[config.mk]
export PLATFORM = sky130hd
export DESIGN_NAME = pc_sequencer
export DESIGN_NICKNAME = d
export VERILOG_FILES = /design/src/rtl/pc_sequencer_pkg.sv /design/src/rtl/pc_sequencer_stage_pipe.sv /design/src/rtl/pc_sequencer.sv
export SDC_FILE = /design/constraint.sdc
export NUM_CORES = 1
export LEC_CHECK = 0
export CAP_MARGIN = 20
export CORE_MARGIN = 1
export CORE_UTILIZATION = 37
export DETAILED_ROUTE_END_ITERATION = 12
export PLACE_DENSITY = 0.77
export SYNTH_ARGS = -nofsm -noshare
export SYNTH_HDL_FRONTEND = slang
export SYNTH_HIERARCHICAL = 1
export SYNTH_SLANG_ARGS = --single-unit
[constraint.sdc]
create_clock -name clk -period 3.46 [get_ports clk]
set_input_delay 0.519 -clock clk [delete_from_list [all_inputs] [get_ports clk]]
set_output_delay 0.519 -clock clk [all_outputs]
set_load 0.01 [all_outputs]
[src/rtl/pc_sequencer_pkg.sv]
// Shared types and constants for the PC sequencer: run-state encoding, instruction
// step sizes and the redirect-source enumeration used by the fetch-address selector.
package pc_sequencer_pkg;

    typedef enum logic {
        STATE_HALT    = 1'b0,
        STATE_EXECUTE = 1'b1
    } state_t;

    localparam int INC_COMPRESSED = 2;
    localparam int INC_NORMAL     = 4;

    typedef enum logic [2:0] {
        SRC_NONE = 3'd0,
        SRC_TRAP = 3'd1,
        SRC_RET  = 3'd2,
        SRC_JUMP = 3'd3,
        SRC_SEQ  = 3'd4
    } redirect_src_t;

    function automatic logic is_redirect(input redirect_src_t src);
        return (src == SRC_TRAP) || (src == SRC_RET) || (src == SRC_JUMP);
    endfunction

endpackage

[src/rtl/pc_sequencer_stage_pipe.sv]
// PC/valid shift register carrying fetch addresses from stage 0 down to execute.
// A flush kills every stage except the oldest one after the shift.
module pc_stage_pipe #(
    parameter int XLEN   = 32,
    parameter int STAGES = 2
) (
    input  logic                     clk,
    input  logic                     rst_n,
    input  logic                     shift,
    input  logic                     flush,
    input  logic [XLEN-1:0]          in_pc,
    output logic [STAGES*XLEN-1:0]   stage_pc,
    output logic [STAGES-1:0]        stage_valid
);

    logic [XLEN-1:0]   pc_q [STAGES];
    logic [STAGES-1:0] valid_q;
    logic [STAGES-1:0] valid_next;

    always_comb begin
        valid_next = valid_q;
        if (shift) begin
            valid_next = {valid_q[STAGES-2:0], 1'b1};
        end
        if (flush) begin
            valid_next[STAGES-2:0] = '0;
        end
    end

    always_ff @(posedge clk or negedge rst_n) begin
        if (!rst_n) begin
            for (int k = 0; k < STAGES; k++) begin
                pc_q[k] <= '0;
            end
            valid_q <= '0;
        end else begin
            if (shift) begin
                pc_q[0] <= in_pc;
                for (int k = 1; k < STAGES; k++) begin
                    pc_q[k] <= pc_q[k-1];
                end
            end
            valid_q <= valid_next;
        end
    end

    genvar g;
    generate
        for (g = 0; g < STAGES; g++) begin : g_flat
            assign stage_pc[g*XLEN +: XLEN] = pc_q[g];
        end
    endgenerate

    assign stage_valid = valid_q;

endmodule

[src/rtl/pc_sequencer.sv]
// Program-counter sequencer: fetch address selection, PC pipeline and alignment faults.
// Define PC_COMPRESSED_EN for 16-bit instruction support (2-byte steps, bit-0 alignment).
module pc_sequencer
    import pc_sequencer_pkg::*;
#(
    parameter int              XLEN       = 32,
    parameter int              STAGES     = 2,
    parameter logic [XLEN-1:0] RESET_ADDR = '0
) (
    input  logic                     clk,
    input  logic                     rst_n,
    input  logic                     mgmt_set,
    input  logic                     mgmt_jump,
    input  logic [XLEN-1:0]          mgmt_data,
    input  logic                     run,
    input  logic                     progress,
    input  logic                     step,
    input  logic                     stall,
    input  logic                     trap,
    input  logic                     ret,
    input  logic                     jump_en,
    input  logic [XLEN-1:0]          trap_vector,
    input  logic [XLEN-1:0]          ret_vector,
    input  logic [XLEN-1:0]          jump_target,
    input  logic                     fetch_compressed,
    output logic [XLEN-1:0]          fetch_pc,
    output logic [XLEN-1:0]          next_fetch_pc,
    output logic                     step_pc,
    output logic [STAGES*XLEN-1:0]   stage_pc,
    output logic [STAGES-1:0]        stage_valid,
    output logic [XLEN-1:0]          execute_pc,
    output logic                     misaligned_fault,
    output logic [XLEN-1:0]          misaligned_addr
);

`ifdef PC_COMPRESSED_EN
    localparam bit COMPRESSED_EN = 1'b1;
`else
    localparam bit COMPRESSED_EN = 1'b0;
`endif
    localparam int ALIGN_BIT = COMPRESSED_EN ? 0 : 1;

    state_t          state;
    redirect_src_t   src;
    logic            bad_target;
    logic [XLEN-1:0] bad_addr;
    logic [XLEN-1:0] inc;
    logic            shift;
    logic            flush;

    // fetch_compressed only affects the step size when compressed support is built in
    assign inc = (COMPRESSED_EN && fetch_compressed) ? XLEN'(INC_COMPRESSED)
                                                     : XLEN'(INC_NORMAL);

    // The run input is the state; there is no internal transition logic.
    always_comb begin
        state = run ? STATE_EXECUTE : STATE_HALT;
    end

    always_comb begin
        src        = SRC_NONE;
        bad_target = 1'b0;
        bad_addr   = '0;
        if (rst_n && (state == STATE_EXECUTE)) begin
            if (trap) begin
                src = SRC_TRAP;
            end else if (ret) begin
                if (ret_vector[ALIGN_BIT]) begin
                    bad_target = 1'b1;
                    bad_addr   = ret_vector;
                end else begin
                    src = SRC_RET;
                end
            end else if (jump_en) begin
                if (jump_target[ALIGN_BIT]) begin
                    bad_target = 1'b1;
                    bad_addr   = jump_target;
                end else begin
                    src = SRC_JUMP;
                end
            end else if (!stall) begin
                src = SRC_SEQ;
            end
        end
    end

    always_comb begin
        next_fetch_pc = fetch_pc;
        step_pc       = 1'b0;
        if (!rst_n) begin
            next_fetch_pc = RESET_ADDR;
        end else begin
            case (src)
                SRC_TRAP: begin next_fetch_pc = trap_vector;     step_pc = 1'b1; end
                SRC_RET:  begin next_fetch_pc = ret_vector;      step_pc = 1'b1; end
                SRC_JUMP: begin next_fetch_pc = jump_target;     step_pc = 1'b1; end
                SRC_SEQ:  begin next_fetch_pc = fetch_pc + inc;  step_pc = 1'b1; end
                default:  begin next_fetch_pc = fetch_pc;        step_pc = 1'b0; end
            endcase
        end
    end

    assign shift = step && !stall && (state == STATE_EXECUTE);
    assign flush = step && is_redirect(src);

    always_ff @(posedge clk or negedge rst_n) begin
        if (!rst_n) begin
            fetch_pc         <= RESET_ADDR;
            misaligned_fault <= 1'b0;
            misaligned_addr  <= '0;
        end else begin
            if (state == STATE_HALT) begin
                if (!progress) begin
                    if (mgmt_set) begin
                        fetch_pc <= mgmt_data;
                    end else if (mgmt_jump) begin
                        fetch_pc <= execute_pc + mgmt_data;
                    end
                end
            end else if (step && step_pc) begin
                fetch_pc <= next_fetch_pc;
            end
            misaligned_fault <= step && bad_target;
            if (step && bad_target) begin
                misaligned_addr <= bad_addr;
            end
        end
    end

    pc_stage_pipe #(
        .XLEN   (XLEN),
        .STAGES (STAGES)
    ) u_stage_pipe (
        .clk         (clk),
        .rst_n       (rst_n),
        .shift       (shift),
        .flush       (flush),
        .in_pc       (fetch_pc),
        .stage_pc    (stage_pc),
        .stage_valid (stage_valid)
    );

    assign execute_pc = stage_pc[STAGES*XLEN-1 -: XLEN];

endmodule

* Word-level counts from Yosys, hierarchy flattened
Index checks and enable logic that the tools add are counted.
Widths: inputs -> output; s select.
** Cells by class
- Add/sub/neg operators :: 2
- Equality and inequality tests :: 6
- Mux-type cells :: 31
- Reductions and logical operators :: 13
** Operators with widths (count)
- $mux 32 :: 12
- $pmux 32 s4 :: 1
- $add 32x3->32 const B :: 1
- $add 32x32->32 :: 1
- $mux 3 :: 5
- $mux 1 :: 11
- $eq 3x2->1 const B :: 2
- $logic_and 1x1->1 :: 6
- $mux 2 :: 2
- $ne 2x1->1 const B :: 2
- $reduce_or 4->1 :: 1
- $eq 3x1->1 const B :: 1
- $eq 3x3->1 const B :: 1
- $reduce_and 3->1 :: 1
- $reduce_bool 3->1 :: 1
- $logic_or 1x1->1 :: 2
- $reduce_bool 2->1 :: 1
- $logic_not 1->1 :: 1
** Word-level totals
- Bits in registers :: 131
- Input port bits :: 140
- Output and inout bits :: 196
- Word-level logic and storage cells :: 59

* Longest topological paths before layout
Gate-level depths: netlist (run 1).
- Depth after elaboration :: 12
- Depth in mapped cells :: 12
- Gate-level depth less buffers :: 11

* By module
Netlist (run 1), hierarchy kept.
** Modules (own cells, without submodules)
- pc_sequencer :: times used 1, cells an instance 861, area an instance 6531.3 sq um
- pc_stage_pipe :: times used 1, cells an instance 139, area an instance 2606.2 sq um

* Worst setup path after synthesis (run 1)
No wires, ideal clock.
- Path type :: input to register
- Start :: input mgmt_data[0]
- End :: register fetch_pc[18]
- Data arrival time :: 2.765 ns
- Setup slack :: 0.548 ns
- Stages on the path :: 11
- Buffers on the path :: 0
- Path through :: ha_1 fa_1 a211oi_1 o21bai_1 a211oi_2 o21ba_2 o21bai_1 a311o_1 a21oi_1 xor2_1 a21oi_1
** On the way
- Longest elaborated chain between the ends :: 5
** RTL lines
- start: declaration :: RTL line pc_sequencer.sv:14 : input logic [XLEN-1:0] mgmt_data,
- $add 32x32->32 :: RTL line pc_sequencer.sv:117 : fetch_pc <= execute_pc + mgmt_data;
- $mux 32 :: RTL line pc_sequencer.sv:116 : end else if (mgmt_jump) begin
- $mux 32 :: RTL line pc_sequencer.sv:114 : if (mgmt_set) begin
- $mux 32 :: RTL line pc_sequencer.sv:113 : if (!progress) begin
- $mux 32 :: RTL line pc_sequencer.sv:112 : if (state == STATE_HALT) begin
- end signal: assignment :: RTL line pc_sequencer.sv:115 : fetch_pc <= mgmt_data;
- end signal: assignment :: RTL line pc_sequencer.sv:117
- end signal: assignment :: RTL line pc_sequencer.sv:121 : fetch_pc <= next_fetch_pc;
- end: declaration :: RTL line pc_sequencer.sv:26 : output logic [XLEN-1:0] fetch_pc,
Every way passes these cells. The select of a mux whose other input is x is not followed.
A chain may end at the register's enable or synchronous reset.

* Worst setup path in the final report (run 1)
- Start :: input jump_target[1]
- End :: output next_fetch_pc[4]
** On the way
- Longest elaborated chain between the ends :: 8
** RTL lines
- start: declaration :: RTL line pc_sequencer.sv:24 : input logic [XLEN-1:0] jump_target,
- $mux 2 (*) :: RTL line pc_sequencer.sv:75 : if (jump_target[ALIGN_BIT]) begin
- $mux 3 (*) :: RTL line pc_sequencer.sv:74 : end else if (jump_en) begin
- $mux 3 (*) :: RTL line pc_sequencer.sv:67 : end else if (ret) begin
- $mux 3 (*) :: RTL line pc_sequencer.sv:65 : if (trap) begin
- $mux 3 (*) :: RTL line pc_sequencer.sv:64 : if (rst_n && (state == STATE_EXECUTE)) begin
- $eq 3x3->1, or another cell as far along :: RTL line pc_sequencer.sv:93 : case (src)
- $pmux 32 s4 (*) :: RTL line pc_sequencer.sv:93
- $mux 32 (*) :: RTL line pc_sequencer.sv:90 : if (!rst_n) begin
- end: declaration :: RTL line pc_sequencer.sv:27 : output logic [XLEN-1:0] next_fetch_pc,
Mark *: on every way between the ends. The rest lies on a longest branch, timed or not.

==> results of run 1 <==
final timing paths:
path	cells past startpoint	startpoint	end
setup / recovery	10	jump_target[1]	next_fetch_pc[4]
hold / removal	2	rst_n	fetch_pc[1]
setup reg to reg	12	u_stage_pipe/stage_pc[32]	fetch_pc[30]
hold reg to reg	1	misaligned_addr[1]	misaligned_addr[1]
max in group asynchronous	3	rst_n	misaligned_addr[11]
min in group clk	1	misaligned_addr[1]	misaligned_addr[1]
cells in the final DEF (no fill, tap or decap), types with 5 or more instances in the layout:
master	netlist	final
nand2_1	74	74
o21ai_0	54	53
o211ai_1	17	17
o21a_1	6	6
a21o_1	11	11
a211oi_1	15	13
and3_1	10	10
mux2_4	39	39
dlygate4sd2_1	0	24
nor2_1	97	94
clkdlybuf4s50_1	0	304
a222oi_1	24	24
a22oi_1	39	39
xnor2_1	14	14
nand3_1	30	30
mux2i_1	6	6
mux2_2	26	26
ha_1	32	32
o22ai_1	16	16
nand4_1	13	13
clkbuf_16	0	17
o21bai_1	6	6
o21ai_1	4	5
buf_4	33	130
xor2_1	11	11
a21oi_1	111	108
nor2b_1	5	5
a31oi_1	13	13
a21oi_2	2	5
nor3_1	11	7
inv_1	9	9
dfrtp_1	131	129
repair_timing:
action / in CTS / in global routing
cloned: 0 / 0
pin swaps: 8 / 8
hold endpoints to repair: 0 / 0
endpoints found under the setup margin: 29 / 12
gates resized for setup: 42 / 17
buffers inserted: 3 / 1
metrics by stage:
step / total power [mW] / std cells
2_1_floorplan: 5.59 / 1000
3_3_place_gp: 8.14 / 1693
3_5_place_dp: 8.23 / 1693
4_1_cts: 10.2 / 1728
5_1_grt: 10.8 / 1730
6_report: 10.2 / 1730
cell type report:
class / instances / area, um^2 / share of cell area [%]
Timing Repair Buffer: 471 / 4410 / 31.1
Multi-Input combinational cell: 760 / 5400 / 38.1
Sequential cell: 131 / 3280 / 23.2
Clock inverter: 15 / 205 / 1.45
Clock buffer: 17 / 425 / 3.00
Inverter: 11 / 41.3 / 0.291
Antenna cell: 1 / 2.50 / 0.0177
Tap cell: 324 / 405 / 2.86
where the power goes:
part           total (mW)  leakage, nW  internal, mW  switching, mW
combinational        5.58         4.09          3.07           2.51
clock                1.98        0.300          1.21          0.766
sequential           2.69         1.56          2.09          0.593
worst max-delay path, cell delays in order:
cell	delay (ns)
clkdlybuf4s50_1	0.52
nand2b_4	0.16
a21oi_2	0.06
o311ai_4	0.40
buf_6	0.18
buf_4	0.12
nand2_1	0.05
a31oi_1	0.18
buf_4	0.15
clkdlybuf4s50_1	0.54
routing by layer:
| layer | up-vias | wire, um | share of wire, % |
|---|---|---|---|
| met3 | 68 | 3280 | 9.0 |
| met2 | 541 | 17300 | 47 |
| met4 | 0 | 1220 | 3.3 |
| li1 | 4543 | - | - |
| met1 | 4742 | 14700 | 40 |
| met5 | - | 0 | 0 |
sequential cells by signal, summed over array words and instances, names as in the netlist:
name and count:
fetch_pc 32, misaligned_addr 32, misaligned_fault 1, u_stage_pipe/stage_pc 64, u_stage_pipe/stage_valid 2
kinds of logic after synthesis:
kind of cell,Yosys count
flops,131
compound gates,353
xor+xnor,25
buf+inv,109
fa+ha+maj,33
simple gates,278
mux,71
==> flow_summary.toml, run 1 <==
[logic_synthesis]
ys.warnings.count = 6
syn-num-nets = 1173
synth-simple-area-share_pct = 14.5
ys_async_sr_fraction_pct = 100
synthFlopType = "dfrtp_1"
syn-cell-area_mm2 = 0.00914
synth_top_area_share_pct = 35.9
synth_cells = 1000
yosysMostFrequentCell = "dfrtp_1"
synth_top_family_by_area = "compound AO/OA/AOI/OAI gates"
synth_xor_area_share_pct = 2.40
synthTopCellsByCount = "131 x dfrtp_1, 111 x a21oi_1, 97 x nor2_1"
synthAdderAreaFrac_pct = 4.60
synth_compound_area_share_pct = 25.9
yosys-top-cells-area = "dfrtp_1 36%, mux2_4 6.4%, a21oi_1 6.1%"
avgSynthCellArea_um2 = 9.14
synth_mux_area_share_pct = 10.3
synth-edff-count = 0
ys_seq_area_share_pct = 35.9
synth_cell_types = 76
synth_top_cell_by_area = "dfrtp_1"
ys_seq_elements = 131

[sta]
finalCriticalPeriod_ns = 3.40
relSlewSlack_pct = 47.2
hold_viol = 0
fin_crit_sh_pct = 98.4
setup_ws_ns = 0.0566
grt_setup_unrepaired = "true"
fmax_mhz = 294
setup_viol = 0
hold_ws_ns = 0.120
drv_slew = 0
tightestPinTransition_ns = 0.783
setup-tns-final_ns = 0
finalClockSkew_ns = 0.0214

[route]
vias_per_cell = 5.72
drt_iter0_markers = 1096
drt_wl_total_um = 36600
drcViolationCount = 0
wl_per_cell_um = 21.2
num_vias = 9894
dr.pass1.iters = 7
drtAntennaViolNets = 0

[global_route]
grt_pass1_wl_um = 55900
globalRouteMet2Util_pct = 46.7
grt_pass1_vias = 9685
grt.total_usage_pct = 28.4
grt_max_degree = 104
grt.overflow.total = 0
antenna_found_initial = 1
grtUsageMet3_pct = 7.06
met1_usage_pct = 35.6
gr-max-usage-layer = "met2"

[floorplan]
core_area_mm2 = 0.0242
ios = 336
dieWidth_um = 159
die-area_mm2 = 0.0253
rows = 57
fp.dieH_um = 159
initial_utilization_pct = 37.7

[setup_path]
crit_type = "in -> out"
startpoint_type = "input pin"
worst-endpoint-arrival_ns = 2.88
reg2reg_slack_ns = 0.33
end_kind = "output pin"
required_ns = 2.94
crit_fanout = 4

[cts]
cts_hold_buf = 0
cts_tree = "yes"
cts_buffers = 17
path_clk_slew_ns = 0.06
cts_root_buf = "clkbuf_16"
clock_sinks = 131
clock_path_buffers = 2
cts_max_level = 4
clk_latency_ns = 0.44

[min_path]
hold_path.class = "in -> async"

[finish]
fin_nets = 1565
drive_gt1_share_pct = 20.4
final_area_mm2 = 0.0142
final_util_pct = 58.4
area_growth_pct = 55.1
fillers = 2110

[placement]
place.gp.congestion = 0.915
pre_cts_slack_ns = -0.368
postPlaceCellArea_mm2 = 0.0134
numPortBuffers = 334
dp_hpwl_um = 28100

[power]
p_per_area_mw_per_mm2 = 723
p_leak_nw = 5.95
peakVddDrop_v = 0.000438

[run]
cap_violations = 0

[outcome]
outcome = "finished clean"
Note: power is estimated with default switching activity, not from simulation.
==> inputs of run 2 (changes only) <==
--- a/config.mk
+++ b/config.mk
@@ -7,9 +7,9 @@
 export LEC_CHECK = 0
 export CAP_MARGIN = 20
 export CORE_MARGIN = 1
-export CORE_UTILIZATION = 37
+export CORE_UTILIZATION = 41
 export DETAILED_ROUTE_END_ITERATION = 12
-export PLACE_DENSITY = 0.77
+export PLACE_DENSITY = 0.8
 export SYNTH_ARGS = -nofsm -noshare
 export SYNTH_HDL_FRONTEND = slang
 export SYNTH_HIERARCHICAL = 1
==> constraint.sdc (replaced) <==
create_clock -name clk -period 3.1 [get_ports clk]
set_input_delay 0.465 -clock clk [delete_from_list [all_inputs] [get_ports clk]]
set_output_delay 0.465 -clock clk [all_outputs]
set_load 0.01 [all_outputs]
==> flow_summary.toml, run 2 (synthesis results as in run 1) <==
[sta]
grt_setup_unrepaired = "true"
setup_viol = 0
setup-tns-final_ns = 0
finalCriticalPeriod_ns = 3.05
fmax_mhz = 328
drv_slew = 0
hold_viol = 0
relSlewSlack_pct = 38.0
finalClockSkew_ns = 0.00844
fin_crit_sh_pct = 98.4
tightestPinTransition_ns = 0.929

[cts]
clock_path_buffers = 2
cts_tree = "yes"
cts_max_level = 4
cts_root_buf = "clkbuf_16"
path_clk_slew_ns = 0.06
clk_latency_ns = 0.43
cts_buffers = 17
clock_sinks = 131
cts_hold_buf = 0

[route]
drt_iter0_markers = 929
vias_per_cell = 5.94
drtAntennaViolNets = 0
drt_wl_total_um = 37700
num_vias = 10500
dr.pass1.iters = 5
drcViolationCount = 0
wl_per_cell_um = 21.2

[setup_path]
startpoint_type = "flip-flop"
reg2reg_from = "u_stage_pipe/stage_pc[32]"
crit_type = "reg -> out"
required_ns = 2.63
worst-endpoint-arrival_ns = 2.58
reg2reg_slack_ns = 0.15
end_kind = "output pin"
worst_r2r_endpoint = "fetch_pc[18]"
r2r.worst_path.cells = 12
crit_fanout = 5

[global_route]
grtUsageMet3_pct = 7.65
gr-max-usage-layer = "met2"
antenna_found_initial = 1
met1_usage_pct = 38.7
grt.overflow.total = 0
grt_max_degree = 97
grt.total_usage_pct = 32.8
globalRouteMet2Util_pct = 54.5
grt_pass1_vias = 10400
grt_pass1_wl_um = 57100

[outcome]
outcome = "finished clean"

[power]
peakVddDrop_v = 0.000539
p_per_area_mw_per_mm2 = 809
p_leak_nw = 6.43
total_power_mw = 12.1

[floorplan]
core_area_mm2 = 0.0218
dieWidth_um = 151
fp.dieH_um = 151
die-area_mm2 = 0.0229
initial_utilization_pct = 41.9
rows = 54
ios = 336

[finish]
largest_register_ff_count = 64
drive_gt1_share_pct = 27.3
area_growth_pct = 63.5
layout_common_cells = "294 x clkdlybuf4s50_1, 210 x buf_4, 130 x dfrtp_1, 106 x a21oi_1, 92 x nor2_1"
mostFrequentLayoutCell = "clkdlybuf4s50_1"
fillers = 1704
fin_nets = 1653

[placement]
numPortBuffers = 334
dp_hpwl_um = 28100
place.gp.congestion = 0.986

[run]
cap_violations = 0

[min_path]
hold_path.class = "in -> async"
## run 2: cell types whose count changed in the layout (fill, tap and decap cells not counted), moves of 3 or more
| cell | before | now |
|---|---|---|
| o21ai_0 | 53 | 50 |
| buf_4 | 130 | 210 |
| dlygate4sd2_1 | 24 | 14 |
| buf_6 | 4 | 9 |
| clkdlybuf4s15_2 | 0 | 4 |
| clkdlybuf4s50_1 | 304 | 294 |
| clkbuf_2 | 1 | 11 |
| buf_2 | 0 | 5 |
## run 2: worst max path at each step
stage                 start                end  slack, ns
6_report        fetch_pc[3]  next_fetch_pc[30]       0.05
5_1_grt         fetch_pc[3]  next_fetch_pc[30]      -0.09
4_1_cts             jump_en  next_fetch_pc[26]      -0.05
3_5_place_dp   mgmt_data[0]       fetch_pc[18]      -0.58
3_3_place_gp            run  next_fetch_pc[31]      -0.46
2_1_floorplan  mgmt_data[0]       fetch_pc[18]       0.24
## run 2: per-layer routing
metal / part of all wire (%) / vias to the layer above
li1: - / 4722
met1: 38 / 5067
met2: 47 / 599
met3: 9.4 / 143
met4: 5.1 / 0
met5: 0 / -
## run 2: report_power, final
group | internal [mW] | switching, mW
Combinational | 3.73 | 3.08
Sequential | 2.34 | 0.589
Clock | 1.53 | 0.814
Total | 7.60 | 4.48
## run 2: critical path, stage by stage (launching register included)
cell and delay [ns]:
dfrtp_1 0.42, ha_2 0.21, nand4_1 0.19, buf_6 0.20, nor2_4 0.13, buf_4 0.14, nand3_1 0.09, o21ai_0 0.17
a31oi_1 0.12, o21a_1 0.17, dlygate4sd2_1 0.30
## run 2: what timing repair did
item,in CTS,in global routing
setup endpoints to repair,38,35
setup buffers,17,21
hold endpoints to repair,0,0
gates cloned,3,0
pin swaps,18,30
resized for setup,90,57
## run 2: stage by stage
stage / worst slack, ns / instances / hold slack [ns] / instance area [um^2] / utilization (%)
detailed placement: -0.581 / 1700 / 0.458 / 13800 / 63.0
global route: -0.0931 / 1774 / 0.278 / 14900 / 68.4
CTS: -0.0466 / 1752 / 0.271 / 14700 / 67.4
floorplan: 0.242 / 1000 / 0.169 / 9140 / -
finish: 0.0504 / 1774 / 0.229 / 14900 / 68.4
global placement: -0.457 / 1700 / 0.452 / 13800 / 63.0
## run 2: final cells by class
cell class | count | area (um^2) | share of cell area, %
inverter | 11 | 41.3 | 0.276
tap | 280 | 350 | 2.35
clock inverter | 12 | 229 | 1.53
timing repair buffer | 559 | 5060 | 33.9
multi-input combinational | 760 | 5520 | 37.0
clock buffer | 20 | 447 | 2.99
antenna | 1 | 2.50 | 0.0168
sequential | 131 | 3280 | 22.0
